$ cat config.mk
export PLATFORM = sky130hd
export DESIGN_NAME = vga_timing_gen
export DESIGN_NICKNAME = d
export VERILOG_FILES = /design/src/rtl/vga_pkg.sv /design/src/rtl/vga_timing_gen_pixel_tick_gen.sv /design/src/rtl/vga_timing_gen.sv
export SDC_FILE = /design/constraint.sdc
export NUM_CORES = 1
export LEC_CHECK = 0
export BUFFER_PORTS_ARGS = -buffer_cell sky130_fd_sc_hd__buf_4
export CORE_MARGIN = 5
export CORE_UTILIZATION = 34
export DETAILED_ROUTE_END_ITERATION = 7
export PLACE_DENSITY_LB_ADDON = 0.12
export RECOVER_POWER = 100
export SETUP_SLACK_MARGIN = 0.5
export SYNTH_ARGS = -nofsm -noshare
export SYNTH_HDL_FRONTEND = slang
export SYNTH_SLANG_ARGS = --single-unit
$ cat constraint.sdc
create_clock -name clk -period 3.7 [get_ports clk]
set_input_delay 0.185 -clock clk [delete_from_list [all_inputs] [get_ports clk]]
set_output_delay 0.185 -clock clk [all_outputs]
set_load 0.005 [all_outputs]
$ cat src/rtl/vga_pkg.sv
// Shared 640x480@60 timing constants and coordinate type for the Pong video path.
package vga_pkg;

    localparam int VGA_CLK_DIV  = 4;

    localparam int VGA_H_ACTIVE = 640;
    localparam int VGA_H_FP     = 16;
    localparam int VGA_H_SYNC   = 96;
    localparam int VGA_H_BP     = 48;
    localparam int VGA_H_TOTAL  = VGA_H_ACTIVE + VGA_H_FP + VGA_H_SYNC + VGA_H_BP;

    localparam int VGA_V_ACTIVE = 480;
    localparam int VGA_V_FP     = 10;
    localparam int VGA_V_SYNC   = 2;
    localparam int VGA_V_BP     = 33;
    localparam int VGA_V_TOTAL  = VGA_V_ACTIVE + VGA_V_FP + VGA_V_SYNC + VGA_V_BP;

    // 0 = sync pulses are active-low, as the 640x480 mode expects
    localparam logic VGA_SYNC_ACT = 1'b0;

    localparam int COORD_W = 10;
    typedef logic [COORD_W-1:0] coord_t;

endpackage

$ cat src/rtl/vga_timing_gen_pixel_tick_gen.sv
// Pixel-rate enable: one-clk tick every CLK_DIV board clocks, so renderers stay on clk.
module pixel_tick_gen
    import vga_pkg::*;
#(
    parameter int CLK_DIV = VGA_CLK_DIV
) (
    input  logic clk,
    input  logic rst_n,
    output logic tick
);

    localparam int DW = (CLK_DIV > 2) ? $clog2(CLK_DIV) : 1;
    localparam logic [DW-1:0] DIV_LAST = DW'(CLK_DIV - 1);

    logic [DW-1:0] div_cnt;

    always_ff @(posedge clk or negedge rst_n) begin
        if (!rst_n) begin
            div_cnt <= '0;
        end else if (div_cnt == DIV_LAST) begin
            div_cnt <= '0;
        end else begin
            div_cnt <= div_cnt + 1'b1;
        end
    end

    assign tick = (div_cnt == DIV_LAST);

endmodule

$ cat src/rtl/vga_timing_gen.sv
// VGA raster timing: pixel enable, h/v counters, registered sync/visible/coordinate outputs.
// Build option VGA_SYNC_DELAY_EN delays h_sync, v_sync and video_on by one pixel period.
module vga_timing_gen
    import vga_pkg::*;
#(
    parameter int   CLK_DIV  = VGA_CLK_DIV,
    parameter int   H_ACTIVE = VGA_H_ACTIVE,
    parameter int   H_FP     = VGA_H_FP,
    parameter int   H_SYNC   = VGA_H_SYNC,
    parameter int   H_BP     = VGA_H_BP,
    parameter int   V_ACTIVE = VGA_V_ACTIVE,
    parameter int   V_FP     = VGA_V_FP,
    parameter int   V_SYNC   = VGA_V_SYNC,
    parameter int   V_BP     = VGA_V_BP,
    parameter logic SYNC_ACT = VGA_SYNC_ACT
) (
    input  logic       clk,
    input  logic       rst_n,
    output logic       pix_tick,
    output logic       h_sync,
    output logic       v_sync,
    output logic       video_on,
    output logic [9:0] x_loc,
    output logic [9:0] y_loc,
    output logic       line_tick,
    output logic       frame_tick
);

    localparam int H_TOTAL = H_ACTIVE + H_FP + H_SYNC + H_BP;
    localparam int V_TOTAL = V_ACTIVE + V_FP + V_SYNC + V_BP;

    if (H_TOTAL > 1024 || V_TOTAL > 1024) begin : g_bad_total
        $error("vga_timing_gen: H_TOTAL/V_TOTAL exceed the 10-bit counter range");
    end
    if (CLK_DIV < 2) begin : g_bad_div
        $error("vga_timing_gen: CLK_DIV must be at least 2");
    end

    localparam coord_t H_LAST     = coord_t'(H_TOTAL - 1);
    localparam coord_t V_LAST     = coord_t'(V_TOTAL - 1);
    localparam coord_t H_VIS_END  = coord_t'(H_ACTIVE);
    localparam coord_t V_VIS_END  = coord_t'(V_ACTIVE);
    localparam coord_t HS_FIRST   = coord_t'(H_ACTIVE + H_FP);
    localparam coord_t HS_LAST    = coord_t'(H_ACTIVE + H_FP + H_SYNC - 1);
    localparam coord_t VS_FIRST   = coord_t'(V_ACTIVE + V_FP);
    localparam coord_t VS_LAST    = coord_t'(V_ACTIVE + V_FP + V_SYNC - 1);

    logic   tick;
    coord_t h_cnt;
    coord_t v_cnt;
    logic   h_end;
    logic   v_end;
    logic   hs_act;
    logic   vs_act;
    logic   vis;
    logic   h_sync_r;
    logic   v_sync_r;
    logic   video_on_r;

    pixel_tick_gen #(.CLK_DIV(CLK_DIV)) u_pixel_tick_gen (
        .clk   (clk),
        .rst_n (rst_n),
        .tick  (tick)
    );

    assign h_end = (h_cnt == H_LAST);
    assign v_end = (v_cnt == V_LAST);

    // Both counters wrap on the same tick at the last pixel of the frame
    always_ff @(posedge clk or negedge rst_n) begin
        if (!rst_n) begin
            h_cnt <= '0;
            v_cnt <= '0;
        end else if (tick) begin
            if (h_end) begin
                h_cnt <= '0;
                v_cnt <= v_end ? '0 : v_cnt + 1'b1;
            end else begin
                h_cnt <= h_cnt + 1'b1;
            end
        end
    end

    always_comb begin
        hs_act = 1'b0;
        vs_act = 1'b0;
        vis    = 1'b0;
        hs_act = (h_cnt >= HS_FIRST) && (h_cnt <= HS_LAST);
        vs_act = (v_cnt >= VS_FIRST) && (v_cnt <= VS_LAST);
        vis    = (h_cnt < H_VIS_END) && (v_cnt < V_VIS_END);
    end

    // Every output is registered from the same counter state, giving a uniform one-clk lag
    always_ff @(posedge clk or negedge rst_n) begin
        if (!rst_n) begin
            x_loc      <= '0;
            y_loc      <= '0;
            video_on_r <= 1'b0;
            h_sync_r   <= ~SYNC_ACT;
            v_sync_r   <= ~SYNC_ACT;
            pix_tick   <= 1'b0;
            line_tick  <= 1'b0;
            frame_tick <= 1'b0;
        end else begin
            x_loc      <= h_cnt;
            y_loc      <= v_cnt;
            video_on_r <= vis;
            h_sync_r   <= hs_act ? SYNC_ACT : ~SYNC_ACT;
            v_sync_r   <= vs_act ? SYNC_ACT : ~SYNC_ACT;
            pix_tick   <= tick;
            line_tick  <= tick && h_end;
            frame_tick <= tick && h_end && v_end;
        end
    end

`ifdef VGA_SYNC_DELAY_EN
    logic h_sync_d;
    logic v_sync_d;
    logic video_on_d;

    // Loads at the pixel boundary, so these trail x_loc/y_loc by exactly one pixel period
    always_ff @(posedge clk or negedge rst_n) begin
        if (!rst_n) begin
            h_sync_d   <= ~SYNC_ACT;
            v_sync_d   <= ~SYNC_ACT;
            video_on_d <= 1'b0;
        end else if (pix_tick) begin
            h_sync_d   <= h_sync_r;
            v_sync_d   <= v_sync_r;
            video_on_d <= video_on_r;
        end
    end

    assign h_sync   = h_sync_d;
    assign v_sync   = v_sync_d;
    assign video_on = video_on_d;
`else
    assign h_sync   = h_sync_r;
    assign v_sync   = v_sync_r;
    assign video_on = video_on_r;
`endif

endmodule

== Word-level counts from Yosys, hierarchy flattened ==
Index checks and enable logic that the tools add are counted.
Widths: inputs -> output; s select.

* Register bits: 48
* Bits of input ports: 2
* Output and inout bits: 26
* Logic and storage cells: 34

* $add $sub $neg: 3
* $lt $le $gt $ge: 6
* Equality and inequality tests: 3
* Muxes and demuxes: 5
* Reduce and logical (&&, ||, !) cells: 6

{| class="wikitable"
|+ Operators with widths
! cell !! count
|-
| $add 10x1->10 const B || 2
|-
| $eq 10x10->1 const B || 2
|-
| $mux 10 || 2
|-
| $ge 10x10->1 const B || 1
|-
| $ge 10x9->1 const B || 1
|-
| $le 10x10->1 const B || 1
|-
| $le 10x9->1 const B || 1
|-
| $lt 10x10->1 const B || 1
|-
| $lt 10x9->1 const B || 1
|-
| $logic_and 1x1->1 || 5
|-
| $add 2x1->2 const B || 1
|-
| $eq 2x2->1 const B || 1
|-
| $mux 1 || 2
|-
| $mux 2 || 1
|-
| $reduce_and 2->1 || 1
|}

== Longest topological paths before layout ==
Gate-level depths: netlist of run 1.

* Depth in word-level cells: 3
* Gate-level depth with buffers: 8
* Mapped depth without buffers: 6

== Cells and area by module ==
Synthesis of run 1 repeated with hierarchy kept, for this count alone.

* Cells, all modules: 141
* Area, all modules: 1840.5 µm²

{| class="wikitable"
|+ By module, submodules not included
! module !! instances !! cells each !! area an instance (µm²) !! seq. area each (µm²)
|-
| vga_timing_gen || 1 || 137 || 1774.2 || 1153.6
|-
| pixel_tick_gen || 1 || 4 || 66.3 || 50.0
|}

== Worst setup path after synthesis of run 1 ==
No wires, ideal clock.

* Kind: reg2reg
* Start point: register u_pixel_tick_gen.div_cnt[0]
* End point: register v_cnt[9]
* Library setup time: 0.073 ns
* Arrival: 1.677 ns
* Required time: 3.627 ns
* Path slack: 1.950 ns
* Stages on the path, launching flop included: 8
* Path buffers: 2
* Period minus slack after synthesis: 1.750 ns
* Cells stage by stage: dfrtp_1 ha_1 buf_4 and4_1 buf_2 nand3_4 or4_4 a21oi_2

* Word-level cells in the longest chain between the ends: 2

{| class="wikitable"
|+ RTL lines
! item !! line !! text
|-
| start, declared || vga_timing_gen_pixel_tick_gen.sv:15 || <nowiki>logic [DW-1:0] div_cnt;</nowiki>
|-
| start signal, assigned || vga_timing_gen_pixel_tick_gen.sv:23 || <nowiki>div_cnt <= div_cnt + 1'b1;</nowiki>
|-
| $eq 2x2->1 || vga_timing_gen_pixel_tick_gen.sv:27 || <nowiki>assign tick = (div_cnt == DIV_LAST);</nowiki>
|-
| via tick || vga_timing_gen.sv:48 || <nowiki>logic tick;</nowiki>
|-
| $reduce_and 2->1 (no line) || - ||
|-
| end signal, assigned || vga_timing_gen.sv:77 || <nowiki>v_cnt <= v_end ? '0 : v_cnt + 1'b1;</nowiki>
|-
| end, declared || vga_timing_gen.sv:50 || <nowiki>coord_t v_cnt;</nowiki>
|}

The timed path passes the listed nets, and every way through them passes these cells.
A chain may end at the register's enable or synchronous reset.

== Worst setup path in the final report of run 1 ==
Ends and elaborated chain as after synthesis.

==> summary.txt, run 1 <==
Residual DRC - 0
Hold buffer count at cts - 1
R2r endpoint - v_cnt[9]
Gpl congestion - 0.811
Post-detailed-route count of antenna-violating nets - 0
Net switching power figure - 166 µW
Die H - 84.0 µm
Worst-Skew Late Latency - 0.29 ns
DP HPWL - 2.32 mm
Max cap viols - 0
Antenna Cells - 0
Upper clock frequency limit - 458 MHz
Largest net degree at the start of global routing - 49
Synth Area in Compound Gates - 0.0431
Setup Fix Bufs, Post-CTS - 0
Post-Synthesis Cells - 143
Post-Route WL - 3.40 mm
Post-Route Skew - 0.00439 ns
XOR/XNOR Fraction of Synth Area - 0.0565
Synthesis Warnings - 0
Initial antenna violation count - 0
# setup viols final - 0
Worst path required time - 3.92 ns
Total gr overflow - 0
Crit path launch type - flip-flop
FF+latch count, synth - 48
Slew HR - 0.611
CTS tree - done
CTS clk-pin slew, worst paths - 0.08 ns
LEAKAGE - 0.00101 µW
Final-report hold violation count - 0
Sequential power share - 0.621
Most frequent cells in the layout - dfrtp_1, clkbuf_4, nand3_1
Via count - 1185
Mean Syn Cell Area - 13.0 µm²
Tmin final - 2.18 ns
Mux cell area share after synthesis - 0
Drt first pass iters - 5
Worst Max-Slew Pin Slew - 0.583 ns
Die width - 84.0 µm
Die area - 7050 µm²
Final WS setup - 1.52 ns
P per Cell Area - 382 nW/µm²
Clk sinks - 48
Vias in the first global route - 1184
Seq/Total Area, Yosys - 0.647
# rows - 27
P&R area growth vs syn - 18.8%
H-tree Lvls - 2
CP Launch Point - u_pixel_tick_gen.div_cnt[0]
Nets - 184
Clock Tree Buf Depth - 2
Cell variety after synth - 38
Worst-path fanout max - 10
R2r worst-path depth - 5
Wire per inst - 13.6 µm
First-pass GRT wire length - 5.93 mm
Comb power frac - 0.013
Initial Util - 0.344
Setup Crit Path Kind - flip-flop to flip-flop
CP Capture Type - flip-flop
Number of buffers created by CTS - 5
Worst reg2reg path startpoint - u_pixel_tick_gen.div_cnt[0]
GRT Total Usage - 0.106
Root Buffer - clkbuf_8
Status - complete, no violations
Commonest non-fill, non-tap cell in the layout - dfrtp_1
Share of layout cells above drive strength 1 - 0.237
CORE AREA - 5410 µm²
Maximum VDD drop - 190 µV
Main combinational cell family by area after synthesis - simple AND/OR/NAND/NOR gates
Post-placement setup slack - 1.79 ns
HP Class - flip-flop to flip-flop
Worst R2R Setup Slack - 1.52 ns
Clock power frac - 0.366
P_int - 678 µW
Switching Share - 0.196
Fill cells - 521
Post-Synth Adder-Cell Area - 0.0404
Post-Synth Simple-Gate Area - 0.194
Final Max Tran Viols - 0
Syn_nets - 151
Crit path arrival time - 2.40 ns
Total negative slack - 0 ns
1st-iter DRT viols - 60
IO buf count - 27
CTS-repair resized insts - 0
IO Pins - 28
Mapped cell area - 1860 µm²
Fin crit share - 0.590
Routed vias/inst - 4.76
Worst setup endpoint - v_cnt[9]
RSZ-0062 raised after global routing - no
cell usage after synthesis:
library cell / n / share of area
nor3_1: 3 / 0.0081
inv_1: 5 / 0.010
nand3_4: 1 / 0.0094
dfrtp_1: 46 / 0.62
o31ai_1: 1 / 0.0040
and4_2: 1 / 0.0054
nor4b_1: 1 / 0.0047
a21oi_2: 1 / 0.0047
or3_1: 1 / 0.0034
o211ai_1: 1 / 0.0040
nand2b_1: 1 / 0.0034
ha_1: 6 / 0.040
o21a_1: 2 / 0.0081
and3_1: 3 / 0.010
dfstp_2: 2 / 0.028
a21oi_1: 1 / 0.0027
and3_2: 2 / 0.0081
xor2_1: 5 / 0.024
or4b_1: 1 / 0.0054
o21ai_0: 6 / 0.016
o22ai_1: 1 / 0.0034
and2_2: 1 / 0.0040
nand4_1: 7 / 0.024
nor4_2: 1 / 0.0067
or3_2: 1 / 0.0040
nand2_1: 7 / 0.014
or4_1: 1 / 0.0040
nor4b_4: 1 / 0.013
and4_1: 1 / 0.0047
buf_2: 1 / 0.0027
xnor2_1: 7 / 0.033
or4_4: 1 / 0.0061
buf_4: 1 / 0.0040
clkinv_1: 1 / 0.0020
and2_1: 2 / 0.0067
nor2_4: 1 / 0.0061
nor2_1: 8 / 0.016
nand3_1: 10 / 0.027
how the worst min path moves through the flow:
stage                                start                     endpoint  slack [ns]  cells after the start
5_1_grt        u_pixel_tick_gen.div_cnt[0]  u_pixel_tick_gen.div_cnt[0]        0.44                      1
3_5_place_dp                         rst_n                     y_loc[5]        0.23                      1
2_1_floorplan                        rst_n                   frame_tick       -0.11                      0
3_3_place_gp                         rst_n                     y_loc[6]        0.22                      1
6_report       u_pixel_tick_gen.div_cnt[0]  u_pixel_tick_gen.div_cnt[0]        0.42                      1
4_1_cts        u_pixel_tick_gen.div_cnt[0]  u_pixel_tick_gen.div_cnt[0]        0.43                      1
cells by family after synthesis:
kind of cell               count (synthesis)
DFF                                       48
and+or+nand+nor                           56
xor gates and xnor gates                  12
buffers and inverters                      8
adders and majority gates                  6
AOI/OAI and AO/OA                         13
registers in the layout, indices dropped and copies added, names as in the netlist:
| name | count |
|---|---|
| v_sync | 1 |
| video_on | 1 |
| x_loc | 10 |
| v_cnt | 10 |
| pix_tick | 1 |
| line_tick | 1 |
| h_cnt | 10 |
| y_loc | 10 |
| frame_tick | 1 |
| u_pixel_tick_gen.div_cnt | 2 |
| h_sync | 1 |
power groups by stage:
stage / Sequential, µW / Clock, µW / Combinational [µW]
global placement: 535 / 0 / 10.6
finish: 524 / 309 / 10.9
CTS: 524 / 324 / 11.9
global route: 524 / 346 / 13.8
detailed placement: 535 / 0 / 11.2
floorplan: 535 / 0 / 0.000221
metrics by stage:
stage	instances	area [µm²]	hold WS (ns)	utilization	power (µW)
after floorplan	143	1860	-0.111	-	535
after global placement	240	2140	0.219	0.396	545
after detailed placement	240	2140	0.235	0.396	546
after CTS	249	2240	0.428	0.414	860
after global routing	249	2210	0.441	0.409	884
final	249	2210	0.425	0.409	844
per-layer routing:
| layer | global-route usage | part of all wire | wire length (µm) |
|---|---|---|---|
| met1 | 0.130 | 0.45 | 1520 |
| met2 | 0.169 | 0.48 | 1630 |
| met3 | 0.0365 | 0.054 | 183 |
| met4 | 0.0439 | 0.018 | 62 |
| met5 | 0 | 0 | 0 |
critical path, stage by stage (launching register included):
cell and delay (ns):
dfrtp_1 0.35, ha_1 0.31, and4_1 0.34, nand3_1 0.27
or4_2 0.69, a21oi_2 0.14
layout make-up:
type	instances	area (µm²)	share of cell area
Clock buffer	8	90.1	0.0408
Inverter	6	22.5	0.0102
Multi-Input combinational cell	87	598	0.271
Sequential cell	48	1200	0.545
Tap cell	72	90.1	0.0408
Timing Repair Buffer	28	205	0.0929
Power figures use the tool's default switching activity.
==> run 2, diff against run 1 <==
==> constraint.sdc (replaced) <==
create_clock -name clk -period 1.9 [get_ports clk]
set_input_delay 0.095 -clock clk [delete_from_list [all_inputs] [get_ports clk]]
set_output_delay 0.095 -clock clk [all_outputs]
set_load 0.005 [all_outputs]
==> summary.txt, run 2 (same netlist as run 1, synthesis figures left out) <==
Post-Route Skew - 0.00787 ns
Crit path largest cell delay - 0.55 ns
Residual DRC - 0
Die H - 84.0 µm
Final-report hold violation count - 0
IO Pins - 28
Dpl cell area - 2190 µm²
CTS clk-pin slew, worst paths - 0.08 ns
DP HPWL - 2.43 mm
CORE AREA - 5410 µm²
Maximum VDD drop - 290 µV
Comb power frac - 0.013
GRT Total Usage - 0.119
Wire per inst - 14.1 µm
Largest net degree at the start of global routing - 49
Max cap viols - 0
Hold Crit Depth - 0
First-pass GRT wire length - 6.64 mm
Gpl congestion - 0.799
Number of buffers created by CTS - 5
P per Cell Area - 658 nW/µm²
Commonest non-fill, non-tap cell in the layout - dfrtp_1
Root Buffer - clkbuf_8
Worst-Skew Late Latency - 0.30 ns
Status - complete, no violations
# setup viols final - 0
Final Max Tran Viols - 0
Nets - 211
RSZ-0062 raised after global routing - yes
Non-Filler Instances - 276
Initial antenna violation count - 0
LEAKAGE - 0.00115 µW
Worst reg2reg path startpoint - h_cnt[5]
Net switching power figure - 326 µW
1st-iter DRT viols - 87
Antenna Cells - 0
CTS tree - done
R2r worst-path depth - 5
Most frequent cells in the layout - dfrtp_1, clkbuf_4, clkbuf_1
Sequential power share - 0.620
Upper clock frequency limit - 578 MHz
Initial Util - 0.344
Crit path launch type - flip-flop
Total negative slack - 0 ns
Post-Route WL - 3.89 mm
Worst-path fanout max - 2
CP Capture Type - flip-flop
Worst path required time - 2.08 ns
Drt first pass iters - 4
Worst R2R Setup Slack - 0.17 ns
Clock Tree Buf Depth - 2
R2r endpoint - h_cnt[1]
Post-detailed-route count of antenna-violating nets - 0
CP Launch Point - h_cnt[5]
Via count - 1286
Clock power frac - 0.367
Die width - 84.0 µm
Total gr overflow - 0
Routed vias/inst - 4.66
Crit path arrival time - 1.91 ns
Clk sinks - 48
Share of layout cells above drive strength 1 - 0.368
Slowest-stage cell, CP - or4b_4
Fin crit share - 0.910
Post-route cell area - 2500 µm²
P_int - 1320 µW
Fill cells - 507
Setup Crit Path Kind - flip-flop to flip-flop
HP Start - v_cnt[7]
HP Class - flip-flop to flip-flop
Hold Path Sink - y_loc[7]
Slew HR - 0.233
Vias in the first global route - 1365
P&R area growth vs syn - 34.5%
Critical-path cell list - buf_6 > or4b_4 > nor2_1 > and3_4 > o22ai_1
Switching Share - 0.198
IO buf count - 27
# rows - 27
Placed Instances - 245
H-tree Lvls - 2
Die area - 7050 µm²
Tmin final - 1.73 ns
Worst Max-Slew Pin Slew - 1.15 ns
## run 2: changes by cell type in the layout (fill, tap and decap cells not counted), sizes merged
cell    before  now
buf          1   15
clkbuf      34   47
## run 2: layout make-up
cell class	instances	area [µm²]	area share
Inverter	6	27.5	0.0110
Clock buffer	8	90.1	0.0360
Timing Repair Buffer	55	389	0.156
Sequential cell	48	1200	0.481
Tap cell	72	90.1	0.0360
Multi-Input combinational cell	87	699	0.280
## run 2: worst max path at each step
stage                     slack [ns]  endpoint  depth (start not counted)
after detailed placement        0.11  v_cnt[9]                          5
after global placement          0.17  v_cnt[9]                          5
after floorplan                 0.18  v_cnt[9]                          7
after CTS                       0.26  v_cnt[4]                          4
after global routing            0.11  v_cnt[4]                          5
final                           0.17  h_cnt[1]                          5
## run 2: metrics by stage
step / utilization / setup slack (ns) / hold slack, ns / power [µW]
after floorplan: - / 0.185 / -0.201 / 1040
after global placement: 0.406 / 0.175 / 0.134 / 1060
after detailed placement: 0.406 / 0.110 / 0.145 / 1060
after CTS: 0.471 / 0.256 / 0.374 / 1670
after global routing: 0.463 / 0.110 / 0.480 / 1720
final: 0.463 / 0.170 / 0.457 / 1650
## run 2: repair_timing
| item | 4_1_cts | 5_1_grt |
|---|---|---|
| setup buffers | 20 | 2 |
| hold endpoints to repair | 46 | 0 |
| pin swaps | 10 | 9 |
| hold buffers | 1 | 0 |
| cloned | 0 | 0 |
| gates resized for setup | 23 | 11 |
| endpoints found under the setup margin | 19 | 19 |
## run 2: layer usage
layer	wire length [µm]	track usage
met4	38	0.0424
met2	1940	0.194
met5	0	0
met3	171	0.0415
met1	1740	0.145
## run 2: power groups by stage
stage | clock, µW | combinational, µW | sequential [µW]
2_1_floorplan | 0 | 0.000225 | 1040
3_3_place_gp | 0 | 21.0 | 1040
3_5_place_dp | 0 | 21.8 | 1040
4_1_cts | 624 | 23.4 | 1020
5_1_grt | 669 | 26.2 | 1020
6_report | 604 | 20.8 | 1020
## run 2: worst max-delay path: cells and delay by family (launching register included)
kind | cells | cell delay, ns
DFF | 1 | 0.43
and+or+nand+nor | 3 | 0.98
buffers and inverters | 1 | 0.13
AOI/OAI and AO/OA | 1 | 0.07
==> run 3, diff against run 2 <==
==> constraint.sdc (replaced) <==
create_clock -name clk -period 1.9 [get_ports clk]
set_input_delay 0.095 -clock clk [delete_from_list [all_inputs] [get_ports clk]]
set_output_delay 0.095 -clock clk [all_outputs]
set_load 0.01 [all_outputs]
==> summary.txt, run 3 (same netlist as run 1, synthesis figures left out) <==
Crit path arrival time - 1.91 ns
CORE AREA - 5410 µm²
Total negative slack - 0 ns
Share of layout cells above drive strength 1 - 0.255
Total power - 1650 µW
Most frequent cells in the layout - dfrtp_1, clkbuf_1, buf_4
Post-Route Skew - 0.00762 ns
# rows - 27
Min Hold Slack - 0.457 ns
HP Class - flip-flop to flip-flop
Number of buffers created by CTS - 5
Worst path required time - 2.08 ns
Upper clock frequency limit - 578 MHz
Final-report hold violation count - 0
Critical-path cell list - buf_6 > or4b_4 > nor2_1 > and3_4 > o22ai_1
Die area - 7050 µm²
Final Max Tran Viols - 0
Sequential power share - 0.620
Antenna Cells - 0
Nets - 211
Net switching power figure - 326 µW
Post-Route WL - 3.93 mm
Worst-Skew Late Latency - 0.30 ns
DP HPWL - 2.43 mm
Setup Crit Path Kind - flip-flop to flip-flop
Routed vias/inst - 4.67
Vias in the first global route - 1365
Crit path launch type - flip-flop
P_int - 1320 µW
LEAKAGE - 0.00107 µW
Crit path largest cell delay - 0.55 ns
Fill cells - 531
Comb power frac - 0.013
IO Pins - 28
CP Capture Type - flip-flop
Maximum VDD drop - 290 µV
Non-Filler Instances - 276
CTS clk-pin slew, worst paths - 0.08 ns
First-pass GRT wire length - 6.64 mm
Slew HR - 0.233
IO buf count - 27
H-tree Lvls - 2
Max cap viols - 0
# setup viols final - 0
Clock power frac - 0.367
Gpl congestion - 0.799
Slowest-stage cell, CP - or4b_4
Initial antenna violation count - 0
Die H - 84.0 µm
Root Buffer - clkbuf_8
GRT Total Usage - 0.119
P per Cell Area - 682 nW/µm²
1st-iter DRT viols - 91
Drt first pass iters - 4
Placed Instances - 245
Commonest non-fill, non-tap cell in the layout - dfrtp_1
Residual DRC - 0
Via count - 1288
Worst-path fanout max - 2
Switching Share - 0.198
P&R area growth vs syn - 29.8%
Clk sinks - 48
Die width - 84.0 µm
CTS tree - done
Wire per inst - 14.2 µm
RSZ-0062 raised after global routing - yes
Fin crit share - 0.910
Tmin final - 1.73 ns
Initial Util - 0.344
Worst Max-Slew Pin Slew - 1.15 ns
Post-detailed-route count of antenna-violating nets - 0
Largest net degree at the start of global routing - 49
Status - complete, no violations
Clock Tree Buf Depth - 2
Total gr overflow - 0
run 3: cell counts in the layout (fill, tap and decap cells not counted):
No cell type changed its count.
run 3: repair_timing:
item                                    4_1_cts  5_1_grt
buffers inserted                             20        2
pin swaps                                    10        9
gates cloned                                  0        0
endpoints found under the setup margin       19       19
resized for setup                            23       11
hold buffers                                  1        0
hold endpoints to repair                     46        0
run 3: metal layers:
layer  GRT usage  wire (µm)  vias up
li1            -          -      614
met1       0.145       1770      645
met2       0.194       1940       25
met3      0.0415        180        4
met4      0.0424         38        0
met5           0          0        -
run 3: power by group through the flow:
stage               registers (µW)  clock network, µW  logic (µW)
detailed placement            1040                  0        21.8
global route                  1020                669        26.2
finish                        1020                604        20.8
CTS                           1020                624        23.4
floorplan                     1040                  0    0.000225
global placement              1040                  0        21.0
run 3: final cells by class:
cell class / instances / area (µm²) / area share
flip-flops and latches: 48 / 1200 / 0.499
repair buffers: 55 / 303 / 0.125
inverters: 6 / 27.5 / 0.0114
multi-input cells: 87 / 699 / 0.290
well taps: 72 / 90.1 / 0.0373
clock buffers: 8 / 90.1 / 0.0373
run 3: final timing paths:
| path | startpoint | endpoint | slack, ns | depth (start not counted) |
|---|---|---|---|---|
| max reg2reg | h_cnt[5] | h_cnt[1] | 0.17 | 5 |
| min | v_cnt[7] | y_loc[7] | 0.46 | 0 |
| max | h_cnt[5] | h_cnt[1] | 0.17 | 5 |
| min reg2reg | v_cnt[7] | y_loc[7] | 0.46 | 0 |
| max in group asynchronous | rst_n | x_loc[7] | 0.64 | 2 |
| min in group asynchronous | rst_n | y_loc[8] | 0.56 | 2 |
run 3: per-stage QoR:
step | setup slack [ns] | area [µm²] | utilization
3_5_place_dp | 0.110 | 2190 | 0.406
5_1_grt | 0.110 | 2410 | 0.447
2_1_floorplan | 0.185 | 1880 | -
6_report | 0.170 | 2410 | 0.447
4_1_cts | 0.256 | 2550 | 0.471
3_3_place_gp | 0.175 | 2190 | 0.406
run 3: critical path: cells and delay by family, from the launching register on:
kind / cells / cell delay (ns)
DFF: 1 / 0.43
AOI/OAI and AO/OA: 1 / 0.07
and+or+nand+nor: 3 / 0.98
buffers and inverters: 1 / 0.13
